File: config.mk
export PLATFORM = sky130hd
export DESIGN_NAME = ccu_snoop_ctrl
export DESIGN_NICKNAME = d
export VERILOG_FILES = /design/src/rtl/ccu_pkg.sv /design/src/rtl/ccu_lzc_sel.sv /design/src/rtl/ccu_snoop_ctrl.sv
export SDC_FILE = /design/constraint.sdc
export NUM_CORES = 1
export LEC_CHECK = 0
export ABC_AREA = 1
export CAP_MARGIN = 10
export CORE_AREA = 8 8 199 201
export CTS_CLUSTER_SIZE = 16
export DETAILED_ROUTE_END_ITERATION = 7
export DIE_AREA = 0 0 207 209
export SYNTH_ARGS = -nofsm -noshare
export SYNTH_HDL_FRONTEND = slang
export SYNTH_SLANG_ARGS = --single-unit
File: constraint.sdc
create_clock -name clk_i -period 3.43 [get_ports clk_i]
set_clock_uncertainty 0.05 [all_clocks]
set_input_delay 0.686 -clock clk_i [delete_from_list [all_inputs] [get_ports clk_i]]
set_output_delay 0.686 -clock clk_i [all_outputs]
set_load 0.005 [all_outputs]
File: src/rtl/ccu_pkg.sv
// ----------------------------------------------------------------------------
// ccu_pkg
// Shared types and constants for the CCU snoop engine.
//   crresp_t : decoded CRRESP field layout (5 bits, bit 0 = DataTransfer)
//   ACSNOOP  : the snoop encodings the front-end issues
//   state_e  : snoop engine sequencing states
// ----------------------------------------------------------------------------
package ccu_pkg;

    typedef struct packed {
        logic was_unique;  // [4]
        logic is_shared;   // [3]
        logic pass_dirty;  // [2]
        logic error;       // [1]
        logic data_xfer;   // [0]
    } crresp_t;

    localparam int CrrespWidth = $bits(crresp_t);

    localparam logic [3:0] ReadShared   = 4'b0001;
    localparam logic [3:0] CleanInvalid = 4'b1001;
    localparam logic [3:0] MakeInvalid  = 4'b1101;

    typedef enum logic [1:0] {
        IDLE   = 2'd0,
        SNOOP  = 2'd1,
        RESULT = 2'd2,
        DATA   = 2'd3
    } state_e;

endpackage

File: src/rtl/ccu_lzc_sel.sv
// ----------------------------------------------------------------------------
// ccu_lzc_sel
// Lowest-set-bit finder.
//   bits  : input vector (Width bits)
//   idx   : index of the lowest set bit (0 when empty)
//   empty : no bit set
// ----------------------------------------------------------------------------
module ccu_lzc_sel #(
    parameter int Width    = 4,
    parameter int IdxWidth = 2
) (
    input  logic [Width-1:0]    bits,
    output logic [IdxWidth-1:0] idx,
    output logic                empty
);

    // Scan from the top down so the lowest set bit is the last one written.
    always_comb begin
        idx   = '0;
        empty = 1'b1;
        for (int i = Width - 1; i >= 0; i--) begin
            if (bits[i]) begin
                idx   = IdxWidth'(i);
                empty = 1'b0;
            end else begin
                idx   = idx;
            end
        end
    end

endmodule

File: src/rtl/ccu_snoop_ctrl.sv
// ----------------------------------------------------------------------------
// ccu_snoop_ctrl
// Snoop engine: broadcasts one snoop job on AC to every master except the
// initiator, collects and merges CR responses, forwards one cache line of CD
// from the lowest-index data-bearing port and drains CD from the others.
// Ports:
//   clk_i, rst_i                  clock, synchronous active-high reset
//   job_*                         snoop job from the front-end (valid/ready)
//   ac_*                          per-port AC valid/ready, broadcast payload
//   cr_*                          per-port CR valid/ready/resp
//   cd_*                          per-port CD valid/ready/data/last
//   res_*                         merged snoop result (valid/ready)
//   dat_*                         forwarded cache line beats (valid/ready)
//   busy_o                        engine not idle
// ----------------------------------------------------------------------------
module ccu_snoop_ctrl
    import ccu_pkg::*;
#(
    parameter int NoMstPorts = 4,
    parameter int AddrWidth  = 64,
    parameter int DataWidth  = 64,
    parameter int DataBeats  = 4,
    parameter int IdxWidth   = (NoMstPorts > 1) ? $clog2(NoMstPorts) : 1
) (
    input  logic                              clk_i,
    input  logic                              rst_i,
    input  logic                              job_valid_i,
    output logic                              job_ready_o,
    input  logic [AddrWidth-1:0]              job_addr_i,
    input  logic [3:0]                        job_snoop_i,
    input  logic [2:0]                        job_prot_i,
    input  logic [IdxWidth-1:0]               job_init_i,
    output logic [NoMstPorts-1:0]             ac_valid_o,
    input  logic [NoMstPorts-1:0]             ac_ready_i,
    output logic [AddrWidth-1:0]              ac_addr_o,
    output logic [3:0]                        ac_snoop_o,
    output logic [2:0]                        ac_prot_o,
    input  logic [NoMstPorts-1:0]             cr_valid_i,
    output logic [NoMstPorts-1:0]             cr_ready_o,
    input  logic [CrrespWidth*NoMstPorts-1:0] cr_resp_i,
    input  logic [NoMstPorts-1:0]             cd_valid_i,
    output logic [NoMstPorts-1:0]             cd_ready_o,
    input  logic [DataWidth*NoMstPorts-1:0]   cd_data_i,
    input  logic [NoMstPorts-1:0]             cd_last_i,
    output logic                              res_valid_o,
    input  logic                              res_ready_i,
    output logic                              res_data_o,
    output logic                              res_dirty_o,
    output logic                              res_shared_o,
    output logic                              res_err_o,
    output logic                              dat_valid_o,
    input  logic                              dat_ready_i,
    output logic [DataWidth-1:0]              dat_data_o,
    output logic                              dat_last_o,
    output logic                              busy_o
);

    localparam int CntWidth = (DataBeats > 1) ? $clog2(DataBeats) : 1;
    localparam logic [CntWidth-1:0] LastBeat = CntWidth'(DataBeats - 1);

    state_e state_r, state_s;

    logic [AddrWidth-1:0]  addr_r;
    logic [3:0]            snoop_r;
    logic [2:0]            prot_r;
    logic [NoMstPorts-1:0] snp_mask_r, ac_done_r, cr_done_r, data_mask_r, drain_done_r;
    logic                  dirty_r, shared_r, err_r;
    // CD last mismatch seen on the previous line; reported on the next result.
    logic                  last_err_r;
    logic [CntWidth-1:0]   cnt_r;
    logic                  sel_done_r;

    logic [NoMstPorts-1:0] new_mask_s, ac_hs_s, cr_ready_s, cr_hs_s, cr_data_s;
    logic                  cr_err_s, cr_dirty_s, cr_shared_s, was_unique_unused_s;
    crresp_t               resp_s [NoMstPorts];
    logic [IdxWidth-1:0]   sel_idx_s;
    logic                  sel_empty_s;
    logic [NoMstPorts-1:0] sel_oh_s, drain_ports_s, drain_ready_s, drain_hs_s;
    logic                  cd_valid_sel_s, cd_last_sel_s, sel_active_s;
    logic                  dat_valid_s, dat_last_s, dat_hs_s, all_drain_s, sel_fin_s;
    logic [DataWidth-1:0]  dat_data_s;

    for (genvar g = 0; g < NoMstPorts; g++) begin : g_resp
        assign resp_s[g] = crresp_t'(cr_resp_i[CrrespWidth*g +: CrrespWidth]);
    end

    // Snoop every port except the initiator; out-of-range initiator clears nothing.
    always_comb begin
        new_mask_s = '0;
        for (int i = 0; i < NoMstPorts; i++) begin
            if (int'(job_init_i) == i) begin
                new_mask_s[i] = 1'b0;
            end else begin
                new_mask_s[i] = 1'b1;
            end
        end
    end

    assign ac_valid_o = (state_r == SNOOP) ? (snp_mask_r & ~ac_done_r) : '0;
    assign ac_hs_s    = ac_valid_o & ac_ready_i;
    // CR is only accepted after that port's own AC handshake.
    assign cr_ready_s = (state_r == SNOOP) ? (ac_done_r & ~cr_done_r) : '0;
    assign cr_hs_s    = cr_ready_s & cr_valid_i;
    assign cr_ready_o = cr_ready_s;

    assign ac_addr_o  = addr_r;
    assign ac_snoop_o = snoop_r;
    assign ac_prot_o  = prot_r;

    // Merge the CR fields of the ports handshaking this cycle.
    always_comb begin
        cr_data_s           = '0;
        cr_err_s            = 1'b0;
        cr_dirty_s          = 1'b0;
        cr_shared_s         = 1'b0;
        was_unique_unused_s = 1'b0;
        for (int i = 0; i < NoMstPorts; i++) begin
            was_unique_unused_s = was_unique_unused_s | resp_s[i].was_unique;
            if (cr_hs_s[i]) begin
                cr_data_s[i] = resp_s[i].data_xfer;
                cr_err_s     = cr_err_s | resp_s[i].error;
                cr_dirty_s   = cr_dirty_s | resp_s[i].pass_dirty;
                cr_shared_s  = cr_shared_s | resp_s[i].is_shared;
            end else begin
                cr_data_s[i] = 1'b0;
            end
        end
    end

    ccu_lzc_sel #(
        .Width    (NoMstPorts),
        .IdxWidth (IdxWidth)
    ) u_sel (
        .bits  (data_mask_r),
        .idx   (sel_idx_s),
        .empty (sel_empty_s)
    );

    // One-hot selected port and its CD channel.
    always_comb begin
        sel_oh_s       = '0;
        cd_valid_sel_s = 1'b0;
        cd_last_sel_s  = 1'b0;
        dat_data_s     = '0;
        for (int i = 0; i < NoMstPorts; i++) begin
            if (!sel_empty_s && (int'(sel_idx_s) == i)) begin
                sel_oh_s[i]    = 1'b1;
                cd_valid_sel_s = cd_valid_i[i];
                cd_last_sel_s  = cd_last_i[i];
                dat_data_s     = cd_data_i[i*DataWidth +: DataWidth];
            end else begin
                sel_oh_s[i] = 1'b0;
            end
        end
    end

    // Once the selected line is complete, further CD on that port is not taken.
    assign sel_active_s  = (state_r == DATA) && !sel_done_r;
    assign dat_valid_s   = sel_active_s & cd_valid_sel_s;
    assign dat_last_s    = sel_active_s && (cnt_r == LastBeat);
    assign dat_hs_s      = dat_valid_s & dat_ready_i;
    assign dat_valid_o   = dat_valid_s;
    assign dat_last_o    = dat_last_s;
    assign dat_data_o    = sel_active_s ? dat_data_s : '0;

    assign drain_ports_s = data_mask_r & ~sel_oh_s;
    assign drain_ready_s = (state_r == DATA) ? (drain_ports_s & ~drain_done_r) : '0;
    assign drain_hs_s    = drain_ready_s & cd_valid_i & cd_last_i;
    assign cd_ready_o    = drain_ready_s | (sel_oh_s & {NoMstPorts{sel_active_s & dat_ready_i}});

    assign all_drain_s   = (((drain_done_r | drain_hs_s) & drain_ports_s) == drain_ports_s);
    assign sel_fin_s     = sel_done_r | (dat_hs_s & dat_last_s);

    // State register.
    always_ff @(posedge clk_i) begin
        if (rst_i) begin
            state_r <= IDLE;
        end else begin
            state_r <= state_s;
        end
    end

    // Next-state and handshake/result outputs.
    always_comb begin
        state_s      = state_r;
        job_ready_o  = 1'b0;
        res_valid_o  = 1'b0;
        res_data_o   = 1'b0;
        res_dirty_o  = 1'b0;
        res_shared_o = 1'b0;
        res_err_o    = 1'b0;
        busy_o       = 1'b1;
        case (state_r)
            IDLE: begin
                busy_o      = 1'b0;
                job_ready_o = ~rst_i;
                if (job_valid_i) begin
                    state_s = (new_mask_s == '0) ? RESULT : SNOOP;
                end else begin
                    state_s = IDLE;
                end
            end
            SNOOP: begin
                if ((cr_done_r | cr_hs_s) == snp_mask_r) begin
                    state_s = RESULT;
                end else begin
                    state_s = SNOOP;
                end
            end
            RESULT: begin
                res_valid_o  = 1'b1;
                res_data_o   = ~sel_empty_s;
                res_dirty_o  = dirty_r;
                res_shared_o = shared_r;
                res_err_o    = err_r;
                if (res_ready_i) begin
                    state_s = sel_empty_s ? IDLE : DATA;
                end else begin
                    state_s = RESULT;
                end
            end
            DATA: begin
                if (sel_fin_s && all_drain_s) begin
                    state_s = IDLE;
                end else begin
                    state_s = DATA;
                end
            end
            default: begin
                state_s = IDLE;
            end
        endcase
    end

    // Job payload, handshake masks, merged result and beat counter.
    always_ff @(posedge clk_i) begin
        if (rst_i) begin
            addr_r       <= '0;
            snoop_r      <= 4'b0000;
            prot_r       <= 3'b000;
            snp_mask_r   <= '0;
            ac_done_r    <= '0;
            cr_done_r    <= '0;
            data_mask_r  <= '0;
            drain_done_r <= '0;
            dirty_r      <= 1'b0;
            shared_r     <= 1'b0;
            err_r        <= 1'b0;
            last_err_r   <= 1'b0;
            cnt_r        <= '0;
            sel_done_r   <= 1'b0;
        end else begin
            case (state_r)
                IDLE: begin
                    if (job_valid_i) begin
                        addr_r     <= job_addr_i;
                        snoop_r    <= job_snoop_i;
                        prot_r     <= job_prot_i;
                        snp_mask_r <= new_mask_s;
                        dirty_r    <= 1'b0;
                        shared_r   <= 1'b0;
                        // An empty snoop reports all-zero; a pending line error waits.
                        if (new_mask_s == '0) begin
                            err_r <= 1'b0;
                        end else begin
                            err_r      <= last_err_r;
                            last_err_r <= 1'b0;
                        end
                    end else begin
                        err_r <= err_r;
                    end
                end
                SNOOP: begin
                    ac_done_r   <= ac_done_r | ac_hs_s;
                    cr_done_r   <= cr_done_r | cr_hs_s;
                    data_mask_r <= data_mask_r | cr_data_s;
                    err_r       <= err_r | cr_err_s;
                    dirty_r     <= dirty_r | cr_dirty_s;
                    shared_r    <= shared_r | cr_shared_s;
                end
                RESULT: begin
                    err_r <= err_r;
                end
                DATA: begin
                    drain_done_r <= drain_done_r | drain_hs_s;
                    if (dat_hs_s) begin
                        if (cd_last_sel_s != dat_last_s) begin
                            last_err_r <= 1'b1;
                        end else begin
                            last_err_r <= last_err_r;
                        end
                        // The beat counter, not CD last, decides completion.
                        if (dat_last_s) begin
                            sel_done_r <= 1'b1;
                        end else begin
                            cnt_r <= cnt_r + CntWidth'(1);
                        end
                    end else begin
                        cnt_r <= cnt_r;
                    end
                end
                default: begin
                    err_r <= err_r;
                end
            endcase
            if ((state_r != IDLE) && (state_s == IDLE)) begin
                ac_done_r    <= '0;
                cr_done_r    <= '0;
                data_mask_r  <= '0;
                drain_done_r <= '0;
                cnt_r        <= '0;
                sel_done_r   <= 1'b0;
            end else begin
                sel_done_r <= sel_done_r | (dat_hs_s & dat_last_s);
            end
        end
    end

endmodule

==> impl_metrics.json <==
{
  "max_cap_viol_count": 0,
  "ant_nets": 0,
  "grt_pass1_vias": 8517,
  "area_growth_pct": 108,
  "ys_types": 32,
  "status": "completed",
  "synth_area_um2": 5660,
  "fp.dieW_um": 207,
  "grt_max_degree": 77,
  "layout_min_cycle_time_ns": 3.27,
  "cts_inserted_buffers": 9,
  "pwr_density_cell_nw_per_um2": 298,
  "die_h_um": 209,
  "postPlaceCellArea_um2": 11400,
  "top_usage_layer": "met2",
  "dp_hpwl_um": 32900,
  "syn_area_per_cell_um2": 6.47,
  "ys_ff_latch": 99,
  "drc_errors": 0,
  "dieArea_um2": 43300,
  "gp_congestion": 0.871,
  "yosys_warnings": 0,
  "multi_input_area_um2": 3220,
  "yosysMostFrequentCell": "nor2_1",
  "cts_max_level": 3,
  "fin_crit_sh_pct": 95.3,
  "critical_path_class": "reg -> out",
  "gr-usage-met2_pct": 32.2,
  "grt_pass1_wl_um": 58700,
  "synth-edff-count": 0,
  "hold_path.class": "reg -> reg",
  "worstMarginPinSlew_ns": 0.748,
  "max_slew_margin_pct": 50.1,
  "syn_nets": 1246,
  "regArea_um2": 1990,
  "start_util_pct": 15.6,
  "layout-drive-gt1-share_pct": 3.83,
  "port_buffers": 521,
  "drv_slew": 0,
  "num_vias": 8282,
  "grt_usage_pct": 17.9,
  "clk_latency_ns": 0.35,
  "dr.pass1.iters": 5,
  "grt_overflow_total": 0,
  "critical_path_required_ns": 2.69,
  "setup_viol": 0,
  "synth_area_leaders": "dfxtp_1 (35%), o21ai_0 (13%), nor2_1 (12%)",
  "io_pins": 526,
  "setup_tns_ns": 0,
  "wl_per_cell_um": 22.2,
  "n_fill_cell": 3913,
  "synthTopCellsByCount": "nor2_1 (182), o21ai_0 (145), nand2_1 (123)",
  "drt-total-wl_um": 40800,
  "stdcell_count": 1834,
  "netlist.top_cell.by_area": "dfxtp_1",
  "clockBufferDepth": 2,
  "path_max_fanout": 35,
  "post-cts-setup-buffers": 0,
  "rsz0062_at_grt": "false",
  "antenna_found_initial": 18,
  "cp.arrival_ns": 2.53,
  "cts_sinks": 99,
  "synth-main-ff-cell": "dfxtp_1",
  "clkTransAtPathRegs_ns": 0.08,
  "p_leak_nw": 4.09,
  "crit_path_end_kind": "primary output",
  "seq_area_frac_synth_pct": 35.0,
  "holdBufCountCts": 0,
  "peakVddDrop_uv": 295,
  "fmax_ghz": 0.306,
  "rows": 70,
  "start_kind": "flop",
  "use_met3_pct": 7.14,
  "dpl.cell_count": 1811,
  "async_flop_share_pct": 0,
  "initialDrtViolationCount": 679,
  "met1_usage_pct": 18.9,
  "hold_violations": 0,
  "fin_area_um2": 11800,
  "finalNetCount": 1725,
  "synthCells": 875,
  "core_um2": 36300,
  "cts_tree": "done",
  "synth_top_area_share_pct": 35.0,
  "viasPerCell": 4.52,
  "clockRootBuffer": "clkbuf_16"
}
## logic make-up (layout without fill, tap and decap cells)
logic type	Yosys count	in the layout	share of synthesized area, %
other	0	7	0
AND/OR/NAND/NOR	342	342	24.1
adder cells (fa/ha/maj)	1	1	0.221
flip-flops	99	99	35.0
AO/OA/AOI/OAI	301	301	31.6
buffers and inverters	131	615	8.93
XOR/XNOR	1	1	0.155
## power by group
| group | internal (mW) | total (mW) | leakage [nW] | switching [mW] |
|---|---|---|---|---|
| sequential | 1.27 | 1.33 | 0.817 | 0.0661 |
| combinational | 0.647 | 1.06 | 3.11 | 0.414 |
| clock | 0.618 | 1.12 | 0.156 | 0.499 |
## critical path: stages (launching register included)
cell,delay (ns)
dfxtp_1,0.39
inv_1,0.10
nor2_1,0.22
nand2_4,0.26
buf_12,0.26
a31oi_1,0.31
clkdlybuf4s50_1,0.59
## cells in the final DEF (no fill, tap or decap), types with 2 or more instances in the layout
| master | n |
|---|---|
| o21ai_0 | 144 |
| a21oi_1 | 11 |
| clkbuf_8 | 2 |
| o21bai_1 | 3 |
| clkbuf_16 | 9 |
| nor2_4 | 5 |
| a221oi_1 | 2 |
| inv_1 | 59 |
| nand2_1 | 121 |
| a22oi_1 | 65 |
| inv_2 | 4 |
| nand3b_1 | 2 |
| diode_2 | 7 |
| buf_4 | 9 |
| nand3_1 | 19 |
| nor3_1 | 9 |
| a211oi_1 | 2 |
| dfxtp_1 | 97 |
| a31oi_1 | 67 |
| nor2_1 | 179 |
| buf_12 | 9 |
| nand2_4 | 2 |
| inv_8 | 2 |
| clkdlybuf4s50_1 | 518 |
## flip-flops by register name, indices dropped and copies added (netlist names), 2 cells and up
signal / count
drain_done_r: 3
state_r: 2
cr_done_r: 4
snp_mask_r: 4
ac_prot_o: 3
ac_done_r: 4
ac_addr_o: 64
data_mask_r: 4
cnt_r: 2
ac_snoop_o: 4
## stage by stage
stage	hold WS (ns)	power [mW]	setup slack (ns)	util [%]
2_1_floorplan	0.373	1.63	1.24	-
3_3_place_gp	0.386	2.42	0.350	31.6
3_5_place_dp	0.400	2.42	0.359	31.6
4_1_cts	0.411	3.56	0.0795	32.5
5_1_grt	0.450	3.69	0.0206	32.5
6_report	0.409	3.51	0.162	32.5
## final timing paths
| path | from | to | slack, ns | depth (start not counted) |
|---|---|---|---|---|
| worst min-delay path | last_err_r | last_err_r | 0.41 | 2 |
| worst min register to register | last_err_r | last_err_r | 0.41 | 2 |
| worst max register to register | data_mask_r[3] | data_mask_r[2] | 0.98 | 14 |
| worst max-delay path | data_mask_r[3] | dat_data_o[53] | 0.16 | 6 |
## layout make-up
cell class	instances	share of cell area, %
repair buffers	536	46.1
multi-input cells	645	27.3
flip-flops and latches	99	16.8
well taps	468	4.96
clock buffers	11	2.14
inverters	63	2.00
clock inverters	5	0.583
diodes	7	0.148
## per-layer routing
layer | up-vias | part of all wire (%)
li1 | 3968 | -
met1 | 3801 | 37
met2 | 434 | 50
met3 | 63 | 9.6
met4 | 16 | 2.9
met5 | - | 0.29
## timing repair
item / CTS / global route
resized for setup: 2 / 3
pin swaps: 0 / 0
setup endpoints to repair: 3 / 5
gates cloned: 0 / 0
No activity file was read; power rests on OpenSTA's default activity.
